### src/rtl/cpu_pkg.sv
// Shared core types: IF/ID pipeline record, NOP encoding and fetch helpers.
// Also used by the decode stage; fetch_stage's FETCH_PERF_CNT_EN build does not change this file.
package cpu_pkg;

  localparam logic [31:0] NOP_INSTR  = 32'h0000_0000;
  localparam int unsigned WORD_BYTES = 4;

  typedef struct packed {
    logic [31:0] pc;     // PC+4 of the captured instruction
    logic [31:0] instr;
    logic        valid;  // 0 marks a bubble
  } ifid_t;

  localparam ifid_t IFID_BUBBLE = '{pc: 32'h0, instr: NOP_INSTR, valid: 1'b0};

  // One action is chosen per edge, in priority order redirect > fault > stall > advance
  typedef enum logic [1:0] {
    FETCH_ADVANCE  = 2'd0,
    FETCH_STALL    = 2'd1,
    FETCH_FAULT    = 2'd2,
    FETCH_REDIRECT = 2'd3
  } fetch_action_e;

  // Range test is done on the word index so byte offsets never matter
  function automatic logic word_in_range(input logic [31:0] addr, input int unsigned words);
    return {2'b00, addr[31:2]} < words;
  endfunction

endpackage

### src/rtl/fetch_stage_if.sv
// Fetch-stage bundle: instruction memory bus, hazard/branch inputs and IF/ID outputs.
// FETCH_PERF_CNT_EN adds the fetch/stall performance counter outputs.
interface fetch_stage_if;

  logic        stall_i;
  logic        branch_taken_i;
  logic [31:0] branch_target_i;
  logic [31:0] imem_addr_o;
  logic [31:0] imem_instr_i;
  logic [31:0] ifid_pc_o;
  logic [31:0] ifid_instr_o;
  logic        ifid_valid_o;
  logic        fetch_fault_o;
`ifdef FETCH_PERF_CNT_EN
  logic [31:0] fetch_count_o;
  logic [31:0] stall_count_o;

  modport master (
    input  stall_i, branch_taken_i, branch_target_i, imem_instr_i,
    output imem_addr_o, ifid_pc_o, ifid_instr_o, ifid_valid_o, fetch_fault_o,
    output fetch_count_o, stall_count_o
  );

  modport slave (
    output stall_i, branch_taken_i, branch_target_i, imem_instr_i,
    input  imem_addr_o, ifid_pc_o, ifid_instr_o, ifid_valid_o, fetch_fault_o,
    input  fetch_count_o, stall_count_o
  );
`else
  modport master (
    input  stall_i, branch_taken_i, branch_target_i, imem_instr_i,
    output imem_addr_o, ifid_pc_o, ifid_instr_o, ifid_valid_o, fetch_fault_o
  );

  modport slave (
    output stall_i, branch_taken_i, branch_target_i, imem_instr_i,
    input  imem_addr_o, ifid_pc_o, ifid_instr_o, ifid_valid_o, fetch_fault_o
  );
`endif

endinterface

### src/rtl/ifid_reg.sv
// IF/ID pipeline register: load a new record, hold, or insert a bubble.
// Bubble wins over load; asynchronous reset leaves a bubble.
module ifid_reg
  import cpu_pkg::*;
(
  input  logic  clock,
  input  logic  rst_n,
  input  logic  load,
  input  logic  bubble,
  input  ifid_t d,
  output ifid_t q
);

  ifid_t q_reg;

  always_ff @(posedge clock or negedge rst_n) begin
    if (!rst_n) begin
      q_reg <= IFID_BUBBLE;
    end else if (bubble) begin
      q_reg <= IFID_BUBBLE;
    end else if (load) begin
      q_reg <= d;
    end
  end

  assign q = q_reg;

endmodule

### src/rtl/fetch_stage.sv
// Instruction fetch: PC sequencing, redirect, stall and out-of-range fault protection.
// Optional FETCH_PERF_CNT_EN adds saturating fetch and stall counters.
module fetch_stage
  import cpu_pkg::*;
#(
  parameter logic [31:0] RESET_PC   = 32'h0000_0000,
  parameter int unsigned IMEM_WORDS = 1025
) (
  input  logic          clock,
  input  logic          rst_n,
  fetch_stage_if.master bus
);

  logic [31:0]   pc_reg;
  logic [31:0]   pc_next;
  logic [31:0]   pc_plus4;
  logic [31:0]   aligned_target;
  logic          fault_reg;
  logic          fault_next;
  logic          out_of_range;
  logic          target_in_range;
  logic          ifid_load;
  logic          ifid_bubble;
  ifid_t         ifid_d;
  ifid_t         ifid_q;
  fetch_action_e action;

  assign pc_plus4        = pc_reg + 32'(WORD_BYTES);
  assign aligned_target  = {bus.branch_target_i[31:2], 2'b00};
  assign out_of_range    = !word_in_range(pc_reg, IMEM_WORDS);
  assign target_in_range = word_in_range(aligned_target, IMEM_WORDS);

  always_comb begin
    action = FETCH_ADVANCE;
    if (bus.branch_taken_i) begin
      action = FETCH_REDIRECT;
    end else if (out_of_range) begin
      action = FETCH_FAULT;
    end else if (bus.stall_i) begin
      action = FETCH_STALL;
    end
  end

  always_comb begin
    pc_next     = pc_reg;
    fault_next  = fault_reg;
    ifid_load   = 1'b0;
    ifid_bubble = 1'b0;
    case (action)
      FETCH_REDIRECT: begin
        pc_next     = aligned_target;
        ifid_bubble = 1'b1;
        // An out-of-range target keeps the fault; the next edge re-asserts it anyway
        if (target_in_range) begin
          fault_next = 1'b0;
        end
      end
      FETCH_FAULT: begin
        fault_next  = 1'b1;
        ifid_bubble = 1'b1;
      end
      FETCH_ADVANCE: begin
        pc_next   = pc_plus4;
        ifid_load = 1'b1;
      end
      default: begin
      end
    endcase
  end

  always_ff @(posedge clock or negedge rst_n) begin
    if (!rst_n) begin
      pc_reg    <= RESET_PC;
      fault_reg <= 1'b0;
    end else begin
      pc_reg    <= pc_next;
      fault_reg <= fault_next;
    end
  end

  assign ifid_d = '{pc: pc_plus4, instr: bus.imem_instr_i, valid: 1'b1};

  ifid_reg u_ifid_reg (
    .clock  (clock),
    .rst_n  (rst_n),
    .load   (ifid_load),
    .bubble (ifid_bubble),
    .d      (ifid_d),
    .q      (ifid_q)
  );

  assign bus.imem_addr_o   = pc_reg;
  assign bus.ifid_pc_o     = ifid_q.pc;
  assign bus.ifid_instr_o  = ifid_q.instr;
  assign bus.ifid_valid_o  = ifid_q.valid;
  assign bus.fetch_fault_o = fault_reg;

`ifdef FETCH_PERF_CNT_EN
  logic [31:0] fetch_count_reg;
  logic [31:0] stall_count_reg;

  // Stalls count even while faulted; only a redirect suppresses them
  always_ff @(posedge clock or negedge rst_n) begin
    if (!rst_n) begin
      fetch_count_reg <= 32'h0;
      stall_count_reg <= 32'h0;
    end else begin
      if ((action == FETCH_ADVANCE) && (fetch_count_reg != 32'hFFFF_FFFF)) begin
        fetch_count_reg <= fetch_count_reg + 32'd1;
      end
      if (bus.stall_i && !bus.branch_taken_i && (stall_count_reg != 32'hFFFF_FFFF)) begin
        stall_count_reg <= stall_count_reg + 32'd1;
      end
    end
  end

  assign bus.fetch_count_o = fetch_count_reg;
  assign bus.stall_count_o = stall_count_reg;
`endif

endmodule

### src/flat_wrapper.sv
// flat-port wrapper written by rule: the top's interface ports become plain ports
module fetch_stage_flat import cpu_pkg::*;
#(
  parameter logic [31:0] RESET_PC   = 32'h0000_0000,
  parameter int unsigned IMEM_WORDS = 1025
)
  (clock, rst_n, bus_stall_i, bus_branch_taken_i, bus_branch_target_i, bus_imem_instr_i, bus_imem_addr_o, bus_ifid_pc_o, bus_ifid_instr_o, bus_ifid_valid_o, bus_fetch_fault_o);
  fetch_stage_if bus_i ();
  input  logic clock;
  input  logic rst_n;
  input wire logic [$bits(bus_i.stall_i)-1:0] bus_stall_i;
  input wire logic [$bits(bus_i.branch_taken_i)-1:0] bus_branch_taken_i;
  input wire logic [$bits(bus_i.branch_target_i)-1:0] bus_branch_target_i;
  input wire logic [$bits(bus_i.imem_instr_i)-1:0] bus_imem_instr_i;
  output wire logic [$bits(bus_i.imem_addr_o)-1:0] bus_imem_addr_o;
  output wire logic [$bits(bus_i.ifid_pc_o)-1:0] bus_ifid_pc_o;
  output wire logic [$bits(bus_i.ifid_instr_o)-1:0] bus_ifid_instr_o;
  output wire logic [$bits(bus_i.ifid_valid_o)-1:0] bus_ifid_valid_o;
  output wire logic [$bits(bus_i.fetch_fault_o)-1:0] bus_fetch_fault_o;
  assign bus_i.stall_i = bus_stall_i;
  assign bus_i.branch_taken_i = bus_branch_taken_i;
  assign bus_i.branch_target_i = bus_branch_target_i;
  assign bus_i.imem_instr_i = bus_imem_instr_i;
  assign bus_imem_addr_o = bus_i.imem_addr_o;
  assign bus_ifid_pc_o = bus_i.ifid_pc_o;
  assign bus_ifid_instr_o = bus_i.ifid_instr_o;
  assign bus_ifid_valid_o = bus_i.ifid_valid_o;
  assign bus_fetch_fault_o = bus_i.fetch_fault_o;
  fetch_stage #(.RESET_PC(RESET_PC), .IMEM_WORDS(IMEM_WORDS)) u_core (.clock(clock), .rst_n(rst_n), .bus(bus_i));
endmodule
### config.mk
export PLATFORM = sky130hd
export DESIGN_NAME = fetch_stage_flat
export DESIGN_NICKNAME = d
export VERILOG_FILES = /design/src/rtl/cpu_pkg.sv /design/src/rtl/fetch_stage_if.sv /design/src/rtl/ifid_reg.sv /design/src/rtl/fetch_stage.sv /design/src/flat_wrapper.sv
export SDC_FILE = /design/constraint.sdc
export NUM_CORES = 1
export LEC_CHECK = 0
export CAP_MARGIN = 20
export CORE_MARGIN = 5
export CORE_UTILIZATION = 37
export CTS_CLUSTER_DIAMETER = 200
export CTS_CLUSTER_SIZE = 16
export DETAILED_ROUTE_END_ITERATION = 10
export HOLD_SLACK_MARGIN = 0.06
export PLACE_DENSITY = 0.7
export SKIP_LAST_GASP = 1
export SLEW_MARGIN = 0
export SYNTH_ARGS = -nofsm -noshare
export SYNTH_HDL_FRONTEND = slang
export SYNTH_SLANG_ARGS = --single-unit
### constraint.sdc
create_clock -name clock -period 8 [get_ports clock]
set_input_delay 2.4 -clock clock [delete_from_list [all_inputs] [get_ports clock]]
set_output_delay 2.4 -clock clock [all_outputs]
set_load 0.1 [all_outputs]
# ---- After elaboration in Yosys (flattened, before gate mapping)
# Index checks and enable logic that the tools add are counted.
dict set report totals {
  mem_count 0
  input_bits 68
  ramBits 0
  regBits 98
  word_cells 27
  output_inout_bits 98
  latchBits 0
  rom_bits 0
}
dict set report classes {
  shifts 0
  bitwise_logic 0
  reduce_logical 6
  n_mul 0
  order_cmp 2
  mux 10
  div_mod_pow 0
  n_eq_ne 3
  add_sub_neg 1
}
# cell count
set ops {}
lappend ops {{$mux 65} 2}
lappend ops {{$pmux 32 s2} 1}
lappend ops {{$lt 30x11->1 const B} 2}
lappend ops {{$add 32x3->32 const B} 1}
lappend ops {{$reduce_bool 2->1} 3}
lappend ops {{$eq 2x2->1 const B} 2}
lappend ops {{$mux 1} 4}
lappend ops {{$mux 2} 2}
lappend ops {{$logic_not 2->1} 1}
lappend ops {{$ne 2x1->1 const B} 1}
lappend ops {{$pmux 1 s2} 1}
lappend ops {{$reduce_and 2->1} 1}
lappend ops {{$reduce_or 2->1} 1}

# ---- Logic depth before layout (Yosys ltp)
dict set report logic_depth {
  ltp_word 7
  ltp_mapped 14
  ltp_nobuf 11
}

# ---- Cells and area by module
# From an unflattened synthesis, not the netlist that was laid out.
dict set report unflattened {
  cells_unflattened 564
  area_unflattened_um2 5634.2
}
# module instances seq_area_each_um2 area_each_um2 cells_per_inst
set by_module_without_submodules {}
lappend by_module_without_submodules {fetch_stage 1 775.7 2966.6 355}
lappend by_module_without_submodules {ifid_reg 1 1626.6 2667.6 209}

# ---- Least setup slack after synthesis
# Ideal clock, no wire load.
dict set report synth_path {
  path_type {input to register}
  start {input bus_branch_taken_i}
  end {register u_core.pc_reg[24], in the netlist u_core.bus.imem_addr_o[24]}
  setup_ps 87
  stages 10
  path_buffers 5
  arrival_time_ps 4481
  path_slack_ps 3433
  t_required_ps 7913
  cell_sequence {and3b_1 buf_1 nand3_2 buf_6 ha_1 clkbuf_1 clkbuf_1 clkbuf_1 a21oi_1 nor3_1}
}
dict set report synth_via {
  elab_chain_len 3
  word_cells_on_any_way 5
  classes_between {eq/ne (1); mux (2); reduce/logical (2)}
}
# element line
set synth_rtl {}
lappend synth_rtl {{start: declaration} flat_wrapper.sv:12} ;# input wire logic [$bits(bus_i.branch_taken_i)-1:0] bus_branch_taken_i;
lappend synth_rtl {{$mux 2 *} fetch_stage.sv:35} ;# if (bus.branch_taken_i) begin
lappend synth_rtl {{$eq 2x2->1 / $logic_not 2->1 (equally long branches)} fetch_stage.sv:49} ;# case (action)
lappend synth_rtl {{$pmux 32 s2 / $reduce_bool 2->1 (equally long branches)} --}
lappend synth_rtl {{end signal: assignment} fetch_stage.sv:76} ;# pc_reg <= pc_next;
lappend synth_rtl {{end: declaration} fetch_stage.sv:14} ;# logic [31:0] pc_reg;
# Every way passes the cells marked *; elsewhere a longest branch is shown, timed or not.
# A chain may end at the register's enable or synchronous reset.

# ---- Worst setup path in the final report
dict set report layout_path {
  start {input bus_branch_taken_i}
  end {register u_core.pc_reg[22], in the netlist u_core.bus.imem_addr_o[22]}
}
# Same word-level chain as after synthesis.

==> impl_metrics.toml <==
[cts]
clk_pin_slew_worst_paths_ns = 0.07
cts-htree-levels = 3
post-cts-setup-buffers = 0
cts_buffer_depth = 2
clockRootBuffer = "clkbuf_16"
cts_tree = "built"
cts_resized = 0
cts_buffers = 9
clkSinkCount = 94
clk_latency_ns = 0.34
cts_hold_buf = 0

[power]
seqPwrFrac_pct = 43.6
internal_power_uw = 796
power.density_mw_per_mm2 = 174
peakVddDrop_mv = 0.0917
p_sw_uw = 394
p_comb_share_pct = 21.7
p_leak_uw = 0.00269
switching_share_pct = 33.1
clkPwrFrac_pct = 34.7

[final_layout]
synthToLayoutAreaGrowth_pct = 39.1
mostFrequentLayoutCell = "clkdlybuf4s50_1"
largest_reg_flops = 63
most-common-layout-cells = "158 x clkdlybuf4s50_1, 94 x dfrtp_1, 58 x nand2_1"
fin_area_mm2 = 0.00686
diodes = 0
layout-drive-gt1-share_pct = 5.60
nNetsFinal = 730

[synth]
synth_cells = 532
yosysSeqAreaShare_pct = 47.7
synth_edf_count = 0
async_flop_share_pct = 100
syn-cell-area_mm2 = 0.00493
synthFlopType = "dfrtp_1"
ys.warnings.count = 0
ys_types = 56
syn_avg_cell_area_um2 = 9.27
ys_ff_latch = 94

[critical_path]
crit_buf_inv = 4
startpoint = "bus_branch_taken_i"
end_kind = "flip-flop"
start_kind = "input pin"
arrival_ns = 5.70
crit_top_cell = "buf_4"
crit_type = "in2reg"
path_delay_family = "buffers and inverters"
required_ns = 8.18
worstReg2RegStart = "u_core.bus.imem_addr_o[6]"
cp_slowest_stage_delay_ns = 0.46
cp_max_fo = 45
crit_chain = "clkdlybuf4s50_1 -> and3b_1 -> buf_4 -> nand3_2 -> inv_1 -> ha_2 -> buf_4 -> nor2b_1 -> nand4_1 -> nor4_1 -> a2111oi_0"
cpMaxStageDelayCell = "buf_4"

[sta]
max_freq_mhz = 181
rsz0062_at_grt = "no"
hold_violations = 0
period_share_pct = 68.9
finalClockSkew_ns = 0.00954
finalSetupViolCount = 0
tns_ns = 0
slew_headroom_pct = 31.3
worst_pin_slew_ns = 1.03
setup_ws_ns = 2.49
final_max_slew_viol_count = 0
period_minus_slack_ns = 5.51
hold_ws_ns = 0.485

[floorplanning]
dieArea_mm2 = 0.0157
start_util_pct = 37.5
design.core.area_mm2 = 0.0131
die_h_um = 125
ios = 166
rows = 42
die_x_um = 125

[routing]
drc = 0
routed_wl_um = 14600
drtIter0Drc = 381
first_pass_iters = 7
via_count = 4647
postRouteAntennaNets = 0
wire_per_inst_um = 17.5
avgViaCountPerCell = 5.55

[global_routing]
grt_pass1_wl_um = 23500
antenna_found_initial = 0
track_usage_pct = 18.1
overflow = 0
grt_max_degree = 108
grt_pass1_vias = 4414

[placement]
gp_congestion = 0.858
place_area_mm2 = 0.00657
dp_hpwl_um = 10400
pre_cts_ws_ns = 2.13
portBuffers = 159

[job]
cap_violations = 0

[status]
status = "completed"

[hold_path]
hold_class = "reg2reg"
min_from = "u_core.u_ifid_reg.q[63]"
-- power by group through the flow --
stage                     registers (µW)  clock network (µW)  logic [µW]
after floorplan                      621                   0        71.5
after global placement               526                   0         257
after detailed placement             527                   0         259
after CTS                            518                 420         260
after global routing                 522                 439         272
final                                519                 413         259
-- area by class of cell --
| class | count | area, µm² |
|---|---|---|
| Clock buffer | 11 | 253 |
| Inverter | 11 | 41.3 |
| Sequential cell | 94 | 2350 |
| Fill cell | 1190 | 6280 |
| Tap cell | 176 | 220 |
| Multi-Input combinational cell | 375 | 2320 |
| Timing Repair Buffer | 165 | 1630 |
| Clock inverter | 5 | 33.8 |
-- cells in the mapped netlist (2+ instances only) --
cell type	instances	area (µm²)
and3_1	7	43.8
o22a_1	17	149
a21oi_1	23	115
a211oi_1	2	15.0
nor4_1	15	93.8
buf_2	8	40.0
ha_1	6	75.1
and3b_1	2	17.5
nor3b_1	2	15.0
buf_1	8	30.0
o31ai_2	7	87.6
nand3_1	15	75.1
a311oi_1	5	43.8
o21ai_0	37	185
a2bb2oi_1	2	17.5
nand2b_1	5	31.3
nor2b_1	2	12.5
or4_1	2	15.0
o311ai_0	2	17.5
xor2_1	4	35.0
nand4_1	47	294
and4_1	7	61.3
a41oi_1	2	17.5
xnor2_1	5	43.8
buf_4	4	30.0
a31oi_1	6	37.5
inv_1	10	37.5
nor3_1	19	95.1
nor2_1	19	71.3
a21o_1	2	15.0
and2_1	24	150
nand2_1	58	218
o31ai_1	5	37.5
mux2i_1	4	40.0
dfrtp_1	94	2350
o21a_1	2	15.0
clkbuf_1	34	128
-- worst reg2reg max path: stages (launching register included) --
cell	delay (ns)
dfrtp_1	0.54
or4_4	0.59
o31ai_4	0.17
buf_4	0.37
nand3_2	0.40
inv_1	0.24
ha_2	0.43
buf_4	0.47
nor2b_1	0.27
nand4_1	0.20
nor4_1	0.21
a2111oi_0	0.10
-- kinds of logic after synthesis --
logic type / count (synthesis) / share of synthesized area, %
xor+xnor: 9 / 1.60
flops: 94 / 47.7
buf+inv: 66 / 5.68
compound gates: 123 / 17.5
fa+ha+maj: 6 / 1.52
simple gates: 229 / 25.1
mux: 4 / 0.812
other cells: 1 / 0.0760
-- stage by stage --
| stage | total power, µW | instances | util (%) |
|---|---|---|---|
| after CTS | 1200 | 837 | 52.2 |
| final | 1190 | 837 | 52.2 |
| after detailed placement | 786 | 821 | 50.0 |
| after floorplan | 692 | 535 | - |
| after global routing | 1230 | 837 | 52.2 |
| after global placement | 783 | 821 | 50.0 |
-- metal layers --
layer	share of wire, %	vias to the layer above	track usage [%]	wire length (µm)
met5	0	-	0	0
met4	1.4	0	5.36	198
met3	8.4	17	5.03	1230
met2	45	230	27.9	6540
met1	45	2202	24.9	6650
li1	-	2198	-	-
-- final timing paths --
| kind | slack, ns | cells past startpoint | end |
|---|---|---|---|
| worst max-delay path | 2.49 | 11 | u_core.bus.imem_addr_o[22] |
| worst min-delay path | 0.48 | 1 | u_core.u_ifid_reg.q[63] |
| worst max register to register | 3.87 | 11 | u_core.bus.imem_addr_o[22] |
| worst min register to register | 0.48 | 1 | u_core.u_ifid_reg.q[63] |
| max in group asynchronous | 4.84 | 2 | u_core.u_ifid_reg.q[4] |
| min in group asynchronous | 2.03 | 1 | u_core.u_ifid_reg.q[19] |
Note: power is estimated with default switching activity, not from simulation.
